`src/rtl/decode_stage.sv`:
```
// Registered instruction decoder with a 2-entry skid buffer between fetch and execute.
// Instructions are decoded on entry, so OUT and SKID hold finished control bundles.
module decode_stage #(
    parameter int REG_ADDR_WIDTH = 4,
    parameter int COUNT_WIDTH    = 16,
    parameter int TRAP_ILLEGAL   = 1,
    localparam int INSTR_WIDTH   = 4 + 3 * REG_ADDR_WIDTH,
    localparam int IMM_WIDTH     = 2 * REG_ADDR_WIDTH
) (
    input  logic                      clk,
    input  logic                      reset,
    input  logic                      flush,
    input  logic                      in_valid,
    output logic                      in_ready,
    input  logic [INSTR_WIDTH-1:0]    instruction,
    output logic                      out_valid,
    input  logic                      out_ready,
    output logic [REG_ADDR_WIDTH-1:0] decoded_rd_address,
    output logic [REG_ADDR_WIDTH-1:0] decoded_rs_address,
    output logic [REG_ADDR_WIDTH-1:0] decoded_rt_address,
    output logic [2:0]                decoded_nzp,
    output logic [IMM_WIDTH-1:0]      decoded_immediate,
    output logic                      decoded_reg_write_enable,
    output logic                      decoded_mem_read_enable,
    output logic                      decoded_mem_write_enable,
    output logic                      decoded_nzp_write_enable,
    output logic [1:0]                decoded_reg_input_mux,
    output logic [1:0]                decoded_alu_arithmetic_mux,
    output logic                      decoded_alu_output_mux,
    output logic                      decoded_pc_mux,
    output logic                      decoded_done,
    output logic                      decoded_illegal,
    output logic                      illegal_seen,
    output logic [COUNT_WIDTH-1:0]    decoded_count
);

    localparam logic [COUNT_WIDTH-1:0] COUNT_ONE = 1;

    typedef struct packed {
        logic [REG_ADDR_WIDTH-1:0] rd;
        logic [REG_ADDR_WIDTH-1:0] rs;
        logic [REG_ADDR_WIDTH-1:0] rt;
        logic [2:0]                nzp;
        logic [IMM_WIDTH-1:0]      imm;
        logic                      reg_write;
        logic                      mem_read;
        logic                      mem_write;
        logic                      nzp_write;
        logic [1:0]                reg_input_mux;
        logic [1:0]                alu_arith_mux;
        logic                      alu_output_mux;
        logic                      pc_mux;
        logic                      done;
        logic                      illegal;
    } bundle_t;

    bundle_t    in_decoded;
    bundle_t    out_q, out_next, skid_q, skid_next, out_view;
    logic       out_valid_q, out_valid_next, skid_valid_q, skid_valid_next;
    logic [3:0] opcode;
    logic       in_fire, out_fire, out_space;

    assign opcode    = instruction[INSTR_WIDTH-1 -: 4];
    assign in_fire   = in_valid && in_ready;
    assign out_fire  = out_valid_q && out_ready;
    assign out_space = !out_valid_q || out_ready;

    // Opcodes A-E fall into the default arm; enables stay 0 either way.
    always_comb begin
        in_decoded     = '0;
        in_decoded.rd  = instruction[INSTR_WIDTH-5 -: REG_ADDR_WIDTH];
        in_decoded.rs  = instruction[INSTR_WIDTH-5-REG_ADDR_WIDTH -: REG_ADDR_WIDTH];
        in_decoded.rt  = instruction[REG_ADDR_WIDTH-1:0];
        in_decoded.nzp = instruction[INSTR_WIDTH-5 -: 3];
        in_decoded.imm = instruction[IMM_WIDTH-1:0];
        case (opcode)
            4'h0: ;
            4'h1: in_decoded.pc_mux = 1'b1;
            4'h2: begin
                in_decoded.nzp_write      = 1'b1;
                in_decoded.alu_output_mux = 1'b1;
            end
            4'h3: in_decoded.reg_write = 1'b1;
            4'h4: begin
                in_decoded.reg_write     = 1'b1;
                in_decoded.alu_arith_mux = 2'b01;
            end
            4'h5: begin
                in_decoded.reg_write     = 1'b1;
                in_decoded.alu_arith_mux = 2'b10;
            end
            4'h6: begin
                in_decoded.reg_write     = 1'b1;
                in_decoded.alu_arith_mux = 2'b11;
            end
            4'h7: in_decoded.mem_read = 1'b1;
            4'h8: in_decoded.mem_write = 1'b1;
            4'h9: begin
                in_decoded.reg_write     = 1'b1;
                in_decoded.reg_input_mux = 2'b10;
            end
            4'hF: in_decoded.done = 1'b1;
            default: in_decoded.illegal = (TRAP_ILLEGAL != 0);
        endcase
    end

    // SKID only fills while OUT is stalled, so it always drains into OUT before new input.
    always_comb begin
        out_next        = out_q;
        out_valid_next  = out_valid_q;
        skid_next       = skid_q;
        skid_valid_next = skid_valid_q;
        if (flush) begin
            out_valid_next  = 1'b0;
            skid_valid_next = 1'b0;
        end else if (out_space) begin
            if (skid_valid_q) begin
                out_next        = skid_q;
                out_valid_next  = 1'b1;
                skid_valid_next = 1'b0;
            end else if (in_fire) begin
                out_next       = in_decoded;
                out_valid_next = 1'b1;
            end else begin
                out_valid_next = 1'b0;
            end
        end else if (in_fire) begin
            skid_next       = in_decoded;
            skid_valid_next = 1'b1;
        end
    end

    always_ff @(posedge clk or posedge reset) begin
        if (reset) begin
            out_q         <= '0;
            skid_q        <= '0;
            out_valid_q   <= 1'b0;
            skid_valid_q  <= 1'b0;
            in_ready      <= 1'b0;
            illegal_seen  <= 1'b0;
            decoded_count <= '0;
        end else begin
            out_q        <= out_next;
            skid_q       <= skid_next;
            out_valid_q  <= out_valid_next;
            skid_valid_q <= skid_valid_next;
            in_ready     <= !skid_valid_next;
            if (out_fire) begin
                decoded_count <= decoded_count + COUNT_ONE;
                if (out_q.illegal) begin
                    illegal_seen <= 1'b1;
                end
            end
        end
    end

    // OUT keeps stale contents after draining; mask them so an empty stage shows zeros.
    assign out_view = out_valid_q ? out_q : '0;

    assign out_valid                  = out_valid_q;
    assign decoded_rd_address         = out_view.rd;
    assign decoded_rs_address         = out_view.rs;
    assign decoded_rt_address         = out_view.rt;
    assign decoded_nzp                = out_view.nzp;
    assign decoded_immediate          = out_view.imm;
    assign decoded_reg_write_enable   = out_view.reg_write;
    assign decoded_mem_read_enable    = out_view.mem_read;
    assign decoded_mem_write_enable   = out_view.mem_write;
    assign decoded_nzp_write_enable   = out_view.nzp_write;
    assign decoded_reg_input_mux      = out_view.reg_input_mux;
    assign decoded_alu_arithmetic_mux = out_view.alu_arith_mux;
    assign decoded_alu_output_mux     = out_view.alu_output_mux;
    assign decoded_pc_mux             = out_view.pc_mux;
    assign decoded_done               = out_view.done;
    assign decoded_illegal            = out_view.illegal;

endmodule
```
`config.mk`:
```
export PLATFORM = sky130hd
export DESIGN_NAME = decode_stage
export DESIGN_NICKNAME = d
export VERILOG_FILES = /design/src/rtl/decode_stage.sv
export SDC_FILE = /design/constraint.sdc
export NUM_CORES = 1
export LEC_CHECK = 0
export BUFFER_PORTS_ARGS = -buffer_cell sky130_fd_sc_hd__buf_2
export CAP_MARGIN = 20
export CORE_MARGIN = 1.5
export CORE_UTILIZATION = 53
export DETAILED_ROUTE_END_ITERATION = 8
export PLACE_DENSITY = 0.79
export SYNTH_ARGS = -nofsm -noshare
export SYNTH_HDL_FRONTEND = slang
export SYNTH_SLANG_ARGS = --single-unit
```
`constraint.sdc`:
```
create_clock -name clk -period 3.1 [get_ports clk]
set_clock_uncertainty 0.2 [all_clocks]
set_input_delay 0.62 -clock clk [delete_from_list [all_inputs] [get_ports clk]]
set_output_delay 0.62 -clock clk [all_outputs]
set_load 0.1 [all_outputs]
```
==> reports/results.tsv <==
stage	metric	value	unit
sta	setup_tns	0	ns
yosys	ys_top_cells_by_area	dfrtp_1, nand2_1, mux2i_1	
power_and_ir_drop	power.internal	1.44	mW
worst_setup_path	critPathMaxFanout	30	
worst_setup_path	worstPathCellList	and2_2 -> buf_2	
status	status	finished, final reports clean	
global_route	grt_pass1_vias	2205	
yosys	ys.flop_type	dfrtp_1	
cts	clk_latency	0.34	ns
sta	setup_viol	0	
power_and_ir_drop	seqPwrFrac	41.8	%
yosys	synth_cell_type_count	39	
run	max_cap_violations	0	
floorplan	dieArea	6510	um2
place	gp_congestion	0.759	
worst_setup_path	cp_slowest_cell	dfrtp_2	
worst_setup_path	crit_type	reg -> out	
sta	slew_viol_final	0	
power_and_ir_drop	p_comb_share	35.4	%
yosys	yosysWarnings	0	
final_layout	drive_gt1_share	34.5	%
worst_setup_path	r2r_setup_slack	0.99	ns
drt	ant_nets	0	
global_route	grt_pass1_wl	10300	um
cts	cts_inserted_buffers	9	
final_layout	layout.cells.non_filler	452	
cts	post_cts_resized	0	
yosys	synthTopCellsByCount	nand2_1, dfrtp_1, nor2_1	
drt	drt_drc_violations_left	0	
final_layout	fin_area	3650	um2
place	dpl_worst_slack	0.791	ns
yosys	synth_area_leader_cell	dfrtp_1	
sta	period_share	79.0	%
cts	post_cts_buffers	0	
final_layout	final_util	62.1	%
cts	root_buffer	clkbuf_8	
min_path	hold_path.class	in -> async	
floorplan	io_pins	75	
drt	drt_pass1_iterations	4	
final_layout	syn_to_final_growth	14.2	%
sta	hold_violations	0	
cts	cts_hold_buf	0	
worst_setup_path	r2r_start	out_valid$_DFFE_PP0N_	
global_route	grt_use_total	21.1	%
worst_setup_path	max_stage_delay	0.62	ns
worst_setup_path	cp-start-kind	register	
place	place_area	3500	um2
yosys	synth-async-reset-ratio	100	%
sta	slew_headroom	42.3	%
worst_setup_path	reg2reg_to	out_q[22]$_DFFE_PP0P_	
worst_setup_path	worstRegToRegCells	5	
sta	hold_slack	0.196	ns
drt	wl_per_cell	13.7	um
cts	cts_tree	done	
worst_setup_path	arrival	1.63	ns
worst_setup_path	path_delay_family	flip-flops	
yosys	synth_top_area_share	50.1	%
power_and_ir_drop	powerDensity	703	nW/um2
yosys	mappedNetlistArea	3200	um2
global_route	antenna_found_initial	0	
global_route	grt_max_degree	34	
worst_setup_path	crit_required	2.28	ns
drt	dr_total_vias	2304	
global_route	overflow	0	
place	dpl.hpwl	4370	um
final_layout	finalNetCount	395	
yosys	syn_inst	316	
sta	fmax	408	MHz
worst_setup_path	end_kind	output port	
sta	tightest_slew	0.865	ns
cts	clk_pin_slew	0.06	ns
drt	avgViaCountPerCell	5.10	
yosys	synth-seq-area-share	50.1	%
floorplan	rows	28	
place	placed_cells	437	
sta	min_period	2.45	ns
drt	wirelength	6210	um
power_and_ir_drop	swShare	44.1	%
yosys	synth_edf_count	0	
yosys	syn_area_per_cell	10.1	um2
cts	cts_sinks	64	
sta	rsz0062_at_grt	no	
cts	h-tree-depth	3	
place	portBuffers	73	
floorplan	fp.dieW	80.7	um
yosys	yosysMostFrequentCell	nand2_1	
yosys	syn_nets	338	
sta	finalWorstSetupSlack	0.650	ns
cts	clk_path_buf_depth	2	
power_and_ir_drop	peakVddDrop	654	uV
floorplan	coreArea	5890	um2
worst_setup_path	cp_num_buf_inv	1	
final_layout	diodes	0	
final_layout	nFillCells	514	
yosys	ys_ff_latch	64	
floorplan	die_h	80.7	um
power_and_ir_drop	p_clk_share	22.9	%
power_and_ir_drop	p_leak	1.79	nW
power_and_ir_drop	total_power	2.57	mW
power_and_ir_drop	p_sw	1.13	mW
worst_setup_path	cp_num_cells	2	
drt	drtIter0Drc	97	
floorplan	start_util	54.4	%
power groups by stage:
stage | logic (mW) | clock network (mW) | registers, mW
final | 0.908 | 0.588 | 1.07
after global routing | 0.963 | 0.641 | 1.09
after CTS | 0.915 | 0.600 | 1.07
after detailed placement | 0.914 | 0 | 1.09
after global placement | 0.901 | 0 | 1.08
after floorplan | 0.571 | 0 | 1.30
flip-flops by register name, summed over array words and instances, names as in the netlist:
register,count
in_ready,1
illegal_seen,1
skid_valid_q,1
out_q,22
out_valid,1
skid_q,22
decoded_count,16
routing by layer:
layer / part of all wire [%] / global-route usage (%) / up-vias
li1: - / - / 1143
met1: 43 / 25.3 / 1094
met2: 50 / 35.2 / 56
met3: 5.2 / 6.14 / 11
met4: 1.9 / 9.31 / 0
met5: 0 / 0 / -
logic make-up after synthesis:
| kind of cell | synth area share, % |
|---|---|
| AND/OR/NAND/NOR | 23.3 |
| buffers and inverters | 7.39 |
| flip-flops | 50.1 |
| XOR/XNOR | 4.38 |
| AO/OA/AOI/OAI | 7.70 |
| multiplexers | 6.65 |
| adder cells (fa/ha/maj) | 0.391 |
| other | 0.117 |
worst reg2reg max path, stage by stage, from the launching register on:
cell	delay, ns
dfrtp_2	0.57
nor2b_1	0.23
nor3_4	0.60
buf_12	0.28
nor2_1	0.08
a21oi_2	0.10
cells in the final DEF (no fill, tap or decap), types with 9 or more instances in the layout:
| cell | n |
|---|---|
| nand2_1 | 65 |
| clkbuf_8 | 9 |
| dfrtp_1 | 63 |
| and2_1 | 11 |
| xnor2_1 | 12 |
| nor2_1 | 24 |
| and2_2 | 12 |
| a21oi_2 | 19 |
| buf_2 | 73 |
| mux2i_1 | 19 |
cell type report:
type / instances / area [um2] / share of cell area (%)
flip-flops and latches: 64 / 1600 / 43.9
multi-input cells: 218 / 1380 / 37.7
repair buffers: 77 / 420 / 11.5
clock buffers: 14 / 143 / 3.91
well taps: 75 / 93.8 / 2.57
inverters: 3 / 11.3 / 0.308
clock inverters: 1 / 5.00 / 0.137
worst max path at each step:
stage	end	startpoint
2_1_floorplan	decoded_nzp_write_enable	out_valid$_DFFE_PP0N_
3_3_place_gp	skid_q[10]$_DFFE_PP0P_	out_ready
3_5_place_dp	skid_q[10]$_DFFE_PP0P_	out_ready
4_1_cts	decoded_immediate[5]	out_valid$_DFFE_PP0N_
5_1_grt	decoded_immediate[4]	out_valid$_DFFE_PP0N_
6_report	decoded_immediate[5]	out_valid$_DFFE_PP0N_
Note: power is estimated with default switching activity, not from simulation.
